==> src/rtl/signed_pow2_divider_seq_pkg.sv <==
// signed_pow2_div_pkg: shared state encoding and rounding-mode constants for the divider
package signed_pow2_div_pkg;
  typedef enum logic [1:0] {IDLE, SHIFT, DONE} state_t;
  localparam logic MODE_FLOOR = 1'b0;
  localparam logic MODE_TRUNC = 1'b1;
endpackage

==> src/rtl/signed_pow2_divider_seq_if.sv <==
// signed_pow2_divider_seq_if: operand/result valid-ready channels of the divider
interface signed_pow2_divider_seq_if #(
  parameter int N  = 8,
  parameter int SW = $clog2(N)
);
  logic          up_valid;
  logic          up_ready;
  logic [N-1:0]  up_data;
  logic [SW-1:0] up_shift;
  logic          up_mode;
  logic          down_valid;
  logic          down_ready;
  logic [N-1:0]  down_data;
  modport master (
    output up_valid, up_data, up_shift, up_mode, down_ready,
    input  up_ready, down_valid, down_data
  );
  modport slave (
    input  up_valid, up_data, up_shift, up_mode, down_ready,
    output up_ready, down_valid, down_data
  );
endinterface

==> src/rtl/signed_pow2_divider_seq_arith_shift.sv <==
// arith_shift_right_by_one: one-bit arithmetic right shift, exposing the bit dropped off the bottom
module arith_shift_right_by_one #(
  parameter int N = 8
) (
  input  logic [N-1:0] a,
  output logic [N-1:0] res,
  output logic         shifted_out
);
  assign res         = {a[N-1], a[N-1:1]};
  assign shifted_out = a[0];
endmodule

==> src/rtl/signed_pow2_divider_seq.sv <==
// signed_pow2_divider_seq: divides a signed operand by 2^k, one shift per cycle, floor or truncate
module signed_pow2_divider_seq
  import signed_pow2_div_pkg::*;
#(
  parameter int N  = 8,
  parameter int SW = $clog2(N)
) (
  input logic                     clk,
  input logic                     rst_n,
  signed_pow2_divider_seq_if.slave bus
);
  state_t        state, state_nxt;
  logic [N-1:0]  acc, sh_res;
  logic [SW-1:0] cnt;
  logic          mode, sticky, sh_out, accept, last, corr;
  assign accept = bus.up_valid && state == IDLE;
  assign last   = state == SHIFT && cnt == SW'(1);
  assign corr   = mode == MODE_TRUNC && sh_res[N-1] && (sticky || sh_out);
  arith_shift_right_by_one #(.N(N)) u_shift (
    .a          (acc),
    .res        (sh_res),
    .shifted_out(sh_out)
  );
  // state register; reset abandons any operation in flight
  always_ff @(posedge clk or negedge rst_n)
    if (!rst_n) state <= IDLE;
    else        state <= state_nxt;
  // next state: k = 0 skips straight to DONE, otherwise shift until the count runs out
  always_comb
    state_nxt = state == IDLE  ? (accept ? (bus.up_shift != '0 ? SHIFT : DONE) : IDLE) :
                state == SHIFT ? (last ? DONE : SHIFT) :
                                 (bus.down_ready ? IDLE : DONE);
  // handshake outputs depend on state alone
  always_comb begin
    bus.up_ready   = state == IDLE;
    bus.down_valid = state == DONE;
  end
  // datapath: latch operand, shift with sticky capture, and register the corrected result
  always_ff @(posedge clk or negedge rst_n)
    if (!rst_n) begin
      acc           <= '0;
      cnt           <= '0;
      mode          <= 1'b0;
      sticky        <= 1'b0;
      bus.down_data <= '0;
    end else if (accept) begin
      acc    <= bus.up_data;
      cnt    <= bus.up_shift;
      mode   <= bus.up_mode;
      sticky <= 1'b0;
      if (bus.up_shift == '0) bus.down_data <= bus.up_data;
    end else if (state == SHIFT) begin
      acc    <= sh_res;
      sticky <= sticky | sh_out;
      cnt    <= cnt - SW'(1);
      if (last) bus.down_data <= sh_res + N'(corr);
    end
endmodule

==> src/flat_wrapper.sv <==
// flat-port wrapper written by rule: the top's interface ports become plain ports
module signed_pow2_divider_seq_flat import signed_pow2_div_pkg::*;
#(
  parameter int N  = 8,
  parameter int SW = $clog2(N)
)
  (clk, rst_n, bus_up_valid, bus_up_data, bus_up_shift, bus_up_mode, bus_down_ready, bus_up_ready, bus_down_valid, bus_down_data);
  signed_pow2_divider_seq_if #(.N(N), .SW(SW)) bus_i ();
  input logic clk;
  input logic rst_n;
  input wire logic [$bits(bus_i.up_valid)-1:0] bus_up_valid;
  input wire logic [$bits(bus_i.up_data)-1:0] bus_up_data;
  input wire logic [$bits(bus_i.up_shift)-1:0] bus_up_shift;
  input wire logic [$bits(bus_i.up_mode)-1:0] bus_up_mode;
  input wire logic [$bits(bus_i.down_ready)-1:0] bus_down_ready;
  output wire logic [$bits(bus_i.up_ready)-1:0] bus_up_ready;
  output wire logic [$bits(bus_i.down_valid)-1:0] bus_down_valid;
  output wire logic [$bits(bus_i.down_data)-1:0] bus_down_data;
  assign bus_i.up_valid = bus_up_valid;
  assign bus_i.up_data = bus_up_data;
  assign bus_i.up_shift = bus_up_shift;
  assign bus_i.up_mode = bus_up_mode;
  assign bus_i.down_ready = bus_down_ready;
  assign bus_up_ready = bus_i.up_ready;
  assign bus_down_valid = bus_i.down_valid;
  assign bus_down_data = bus_i.down_data;
  signed_pow2_divider_seq #(.N(N), .SW(SW)) u_core (.clk(clk), .rst_n(rst_n), .bus(bus_i));
endmodule
==> config.mk <==
export PLATFORM = sky130hd
export DESIGN_NAME = signed_pow2_divider_seq_flat
export DESIGN_NICKNAME = d
export VERILOG_FILES = /design/src/rtl/signed_pow2_divider_seq_pkg.sv /design/src/rtl/signed_pow2_divider_seq_if.sv /design/src/rtl/signed_pow2_divider_seq_arith_shift.sv /design/src/rtl/signed_pow2_divider_seq.sv /design/src/flat_wrapper.sv
export SDC_FILE = /design/constraint.sdc
export NUM_CORES = 1
export LEC_CHECK = 0
export BUFFER_PORTS_ARGS = -buffer_cell sky130_fd_sc_hd__buf_2
export CELL_PAD_IN_SITES_DETAIL_PLACEMENT = 1
export CELL_PAD_IN_SITES_GLOBAL_PLACEMENT = 1
export CORE_AREA = 4 4 59 61
export CTS_CLUSTER_DIAMETER = 150
export CTS_CLUSTER_SIZE = 40
export DETAILED_ROUTE_END_ITERATION = 6
export DIE_AREA = 0 0 63 65
export PLACE_DENSITY_LB_ADDON = 0.3
export SYNTH_ARGS = -nofsm -noshare
export SYNTH_HDL_FRONTEND = slang
export SYNTH_SLANG_ARGS = --single-unit
==> constraint.sdc <==
create_clock -name clk -period 4.1 [get_ports clk]
set_clock_uncertainty 0.15 [all_clocks]
set_input_delay 0.205 -clock clk [delete_from_list [all_inputs] [get_ports clk]]
set_output_delay 0.205 -clock clk [all_outputs]
set_load 0.01 [all_outputs]
## Word level (Yosys, flattened, before mapping)

Cells that the tools add are included.

| storage, ports and cells | value |
|---|---|
| flip-flop bits (word level) | 23 |
| input port bits | 16 |
| output and inout bits | 10 |
| logic and storage cells | 41 |

| cells by class | value |
|---|---|
| add/subtract/negate cells | 2 |
| eq/ne operators | 4 |
| mux-type cells | 16 |
| bitwise logic cells | 1 |
| reduce and logical (&&, ||, !) cells | 11 |

Operators by type and width:

| operator | number |
|---|---|
| $mux 8 | 5 |
| $mux 2 | 6 |
| $add 7x2->8 | 1 |
| $mux 7 | 1 |
| $mux 3 | 2 |
| $logic_and 1x1->1 | 4 |
| $reduce_bool 2->1 | 2 |
| $eq 3x1->1 const B | 1 |
| $logic_not 3->1 | 1 |
| $reduce_and 3->1 | 1 |
| $reduce_bool 3->1 | 1 |
| $sub 3x1->3 const B | 1 |
| $eq 2x1->1 const B | 1 |
| $eq 2x2->1 const B | 1 |
| $logic_not 2->1 | 1 |
| $mux 1 | 2 |
| $ne 2x2->1 const B | 1 |
| $logic_or 1x1->1 | 1 |
| $or 1x1->1 | 1 |

## Depth between registers and ports, before layout

| logic depth | value |
|---|---|
| word-level depth | 6 |
| depth in mapped cells | 7 |
| mapped depth without buffers | 7 |

## Cells and area by module

From an unflattened synthesis, not the netlist that was laid out.

| unflattened totals | value |
|---|---|
| cells, all modules | 136 |
| area, all modules | 1,288.7 um2 |

Modules (own cells, without submodules):

| module | times used | cells each | area each (um2) | seq. area each (um2) |
|---|---|---|---|---|
| signed_pow2_divider_seq | 1 | 127 | 1,221.2 | 575.6 |
| arith_shift_right_by_one | 1 | 9 | 67.6 | 0.0 |

## Worst setup path after synthesis

No wires, ideal clock.

| timing | value |
|---|---|
| kind | register to register |
| start point | register u_core.acc[0] |
| end point | register u_core.bus.down_data[2] |
| setup time | 0.121 ns |
| data arrival time | 1.350 ns |
| data required time | 3.829 ns |
| setup slack | 2.479 ns |
| cell stages (with the launch flop) | 8 |
| buffers on the path | 0 |
| clock period less this slack | 1.621 ns |
| cells stage by stage | dfrtp_1 > o211a_1 > ha_1 > ha_1 > xnor2_1 > nor2_1 > a21oi_1 > o21ai_1 |

| on the way | value |
|---|---|
| cells in the longest elaborated chain, start to end | 6 |

RTL lines:

| item | line | source |
|---|---|---|
| start: declaration | signed_pow2_divider_seq.sv:13 | `logic [N-1:0] acc, sh_res;` |
| start signal: assignment | signed_pow2_divider_seq.sv:47 | `acc <= bus.up_data;` |
| start signal: assignment | signed_pow2_divider_seq.sv:53 | `acc <= sh_res;` |
| $logic_or 1x1->1 | signed_pow2_divider_seq.sv:18 | `assign corr = mode == MODE_TRUNC && sh_res[N-1] && (sticky \|\| sh_out);` |
| $logic_and 1x1->1 | signed_pow2_divider_seq.sv:18 |  |
| $add 7x2->8 | signed_pow2_divider_seq.sv:56 | `if (last) bus.down_data <= sh_res + N'(corr);` |
| $mux 8 | signed_pow2_divider_seq.sv:56 |  |
| $mux 8 | signed_pow2_divider_seq.sv:52 | `end else if (state == SHIFT) begin` |
| $mux 8 | signed_pow2_divider_seq.sv:46 | `end else if (accept) begin` |
| end signal: assignment | signed_pow2_divider_seq.sv:51 | `if (bus.up_shift == '0) bus.down_data <= bus.up_data;` |
| end signal: assignment | signed_pow2_divider_seq.sv:56 |  |
| end: declaration | signed_pow2_divider_seq_if.sv:20 | `output up_ready, down_valid, down_data` |

Every way passes these cells. The select of a mux whose other input is x is not followed.
A chain may end at the register's enable or synchronous reset.

## Final worst setup path

| timing | value |
|---|---|
| start point | register u_core.state[0] |
| end point | register u_core.bus.down_data[7] |

| on the way | value |
|---|---|
| cells in the longest elaborated chain, start to end | 4 |
| elaborated cells between the ends (all ways) | 9 |
| classes of those cells | eq/ne: 2; mux: 1; reduce/logical: 6 |

RTL lines:

| item | line | source |
|---|---|---|
| start: declaration | signed_pow2_divider_seq.sv:12 | `state_t state, state_nxt;` |
| start signal: assignment | signed_pow2_divider_seq.sv:27 | `else state <= state_nxt;` |
| $eq 2x1->1 or $logic_not 2->1 (tied branches) | signed_pow2_divider_seq.sv:17, signed_pow2_divider_seq.sv:52, signed_pow2_divider_seq.sv:16 |  |
| $logic_and 1x1->1 (on tied branches) | signed_pow2_divider_seq.sv:17, signed_pow2_divider_seq.sv:16 |  |
| $reduce_bool 2->1 (no source line) or $ne 2x2->1 (tied branches) | - |  |
| $reduce_and 3->1 (no source line) | - |  |

Parallel ways exist; a longest one is shown, timed or not.

==> reports/results.ini <==
[power_and_ir_drop]
ir_drop_mv=0.3102
power_per_cell_area_nw_per_um2=742.4
p_leak_nw=0.6707

[outcome]
status=finished clean

[global_route]
grt-ovfl-total=0
grt_first_pass_wirelength_um=5851
antenna_found_initial=0
grt_pass1_vias=1179
grt_max_degree=24
grtUsageTotal_pct=18.12

[drt]
drc=0
firstDrtPassIters=4
via_per_inst=5.788
drtIter0Drc=30
routedWlPerCell_um=17.50
ant_nets=0
vias=1094
totalWireLength_um=3308

[synth]
ys_seq_area_share_pct=46.23
synth_area_leaders=dfrtp_1, nand2_1, ha_1, mux2i_1, o21ai_0
ys_types=35
synth-main-ff-cell=dfrtp_1
syn_nets=148
synth.cell_area_sq_um=1245
postSynthAreaPerCell_sq_um=9.726
yosys.cell_count.top_type=dfrtp_1
synth_edf_count=0
synth_warnings=0
yosysTopAreaCell=dfrtp_1
netlist.area_leader.share_pct=46.23
async_reset_ff_share_pct=100.0
yosys_register_bits=23
synthTopCellsByCount=dfrtp_1, nand2_1, o21ai_0
synth_cells=128

[cells_and_area]
fin_util_pct=48.53
nNetsFinal=177
synthToLayoutAreaGrowth_pct=16.08
fin_cells=189
layout-drive-gt1-share_pct=22.44
diodes=0

[sta]
min_period_ps=2108
fmax_mhz=474.4
whs_ps=40.10
finalSetupTns_ps=0
rsz0062_at_grt=false
hold_viol_final=0
setup_viol=0
tightestPinTransition_ps=653.7
report.final.slew_viol_count=0
slew-limit-headroom_pct=56.13
finalCritPeriodShare_pct=51.41
worst_slack_ps=1992

[critical_path]
path_buf_inv=0
critPathMaxStageDelay_ps=660
path_cells=nor3b_4, a21oi_2, a21oi_1, a2bb2oi_1
crit_path_end_kind=flop
cpLargestDelayFamily=simple AND/OR/NAND/NOR gates
crit_type=flop to flop
crit_path_max_fanout=19
slowest_stage=nor3b_4
worstSetupStartpointType=flop
worstPathRequired_ps=4160
cp_data_arrival_time_ps=2170

[floorplan]
fp.dieH_um=65
coreArea_sq_um=2978
rows=20
io_pins=26
dieArea_sq_um=4095
start_util_pct=41.81
die_width_um=63

[clock_network]
clock_path_buffers=2
cts_root_buf=clkbuf_4
cts_num_sinks=23
cts_hold_buf=5
cts_tree=built
cts_max_level=1
clock_latency_ps=310
cts-resized-gates=0
cts_buffers=3
cts_setup_buffers=0
clkTransAtPathRegs_ps=130

[placed_design]
dp_slack_ps=2038
dpl.cell_count=180
dp_hpwl_um=2456
globalplace.congestion=0.7977
io_buffers=25

[worst_hold_path]
min_path_type=input port to flop

[flow_run]
drv_cap=0

stage by stage:
stage | instance area, sq um | power, mW
floorplan | 1245 | 0.8191
CTS | 1445 | 1.082
global route | 1445 | 1.183
detailed placement | 1369 | 0.9698
global placement | 1369 | 0.9377
finish | 1445 | 1.073
cell families after synthesis:
kind of cell | synth area share [%]
fa+ha+maj | 4.020
xor+xnor | 2.815
flops | 46.23
mux | 5.829
buf+inv | 4.924
compound gates | 21.71
simple gates | 14.47
power by group:
part           internal (mW)  leakage (nW)  switching [mW]  total (mW)
combinational          0.225         0.376           0.259       0.484
clock                 0.0380        0.0150          0.0698       0.108
sequential             0.336         0.280           0.145       0.481
routing by layer:
metal  vias up  share of wire, %  GRT usage (%)
met5         -                 0              0
met4         0              0.63          5.785
met3         2               4.0          3.293
met2        22                51          30.30
met1       552                44          23.64
li1        518                 -              -
path summary, 6_finish.rpt:
kind / start / endpoint / slack (ps) / cells past startpoint
max: u_core.state[0] / u_core.bus.down_data[7] / 1990 / 4
min: bus_up_data[2] / u_core.bus.down_data[2] / 40 / 3
max reg2reg: u_core.state[0] / u_core.bus.down_data[7] / 1990 / 4
min reg2reg: u_core.bus.down_data[2] / u_core.bus.down_data[2] / 350 / 2
max in group asynchronous: rst_n / u_core.bus.down_data[7] / 3200 / 2
min in group asynchronous: rst_n / u_core.bus.down_data[2] / 240 / 2
final cells by class:
class	instances	area [sq um]
flip-flops and latches	23	575.6
well taps	33	41.29
repair buffers	30	175.2
inverters	5	18.77
clock buffers	4	26.28
fillers	360	1533
multi-input cells	94	608.1
layout by cell type (no fill, tap or decap), drive strengths merged, types with 3 or more instances in the layout:
master       synthesis  final
mux2i                5      5
o21ai               16     16
nand3                4      4
a21oi               10     10
dfrtp               23     23
o22ai                5      5
a22oi                6      6
clkbuf               2      4
buf                  4     25
nand2               18     18
nor2                 4      4
inv                  5      5
dlygate4sd3          0      5
xnor2                3      3
ha                   4      4
flip-flops by register name, summed over array words and instances (netlist names):
name / cells
u_core.state: 2
u_core.cnt: 3
u_core.bus.down_data: 8
u_core.sticky: 1
u_core.mode: 1
u_core.acc: 8
worst register-to-register path, cell delays in order (launching register included):
cell	delay, ps
dfrtp_1	640
nor3b_4	660
a21oi_2	290
a21oi_1	190
a2bb2oi_1	70
(Power assumes the default switching activity.)
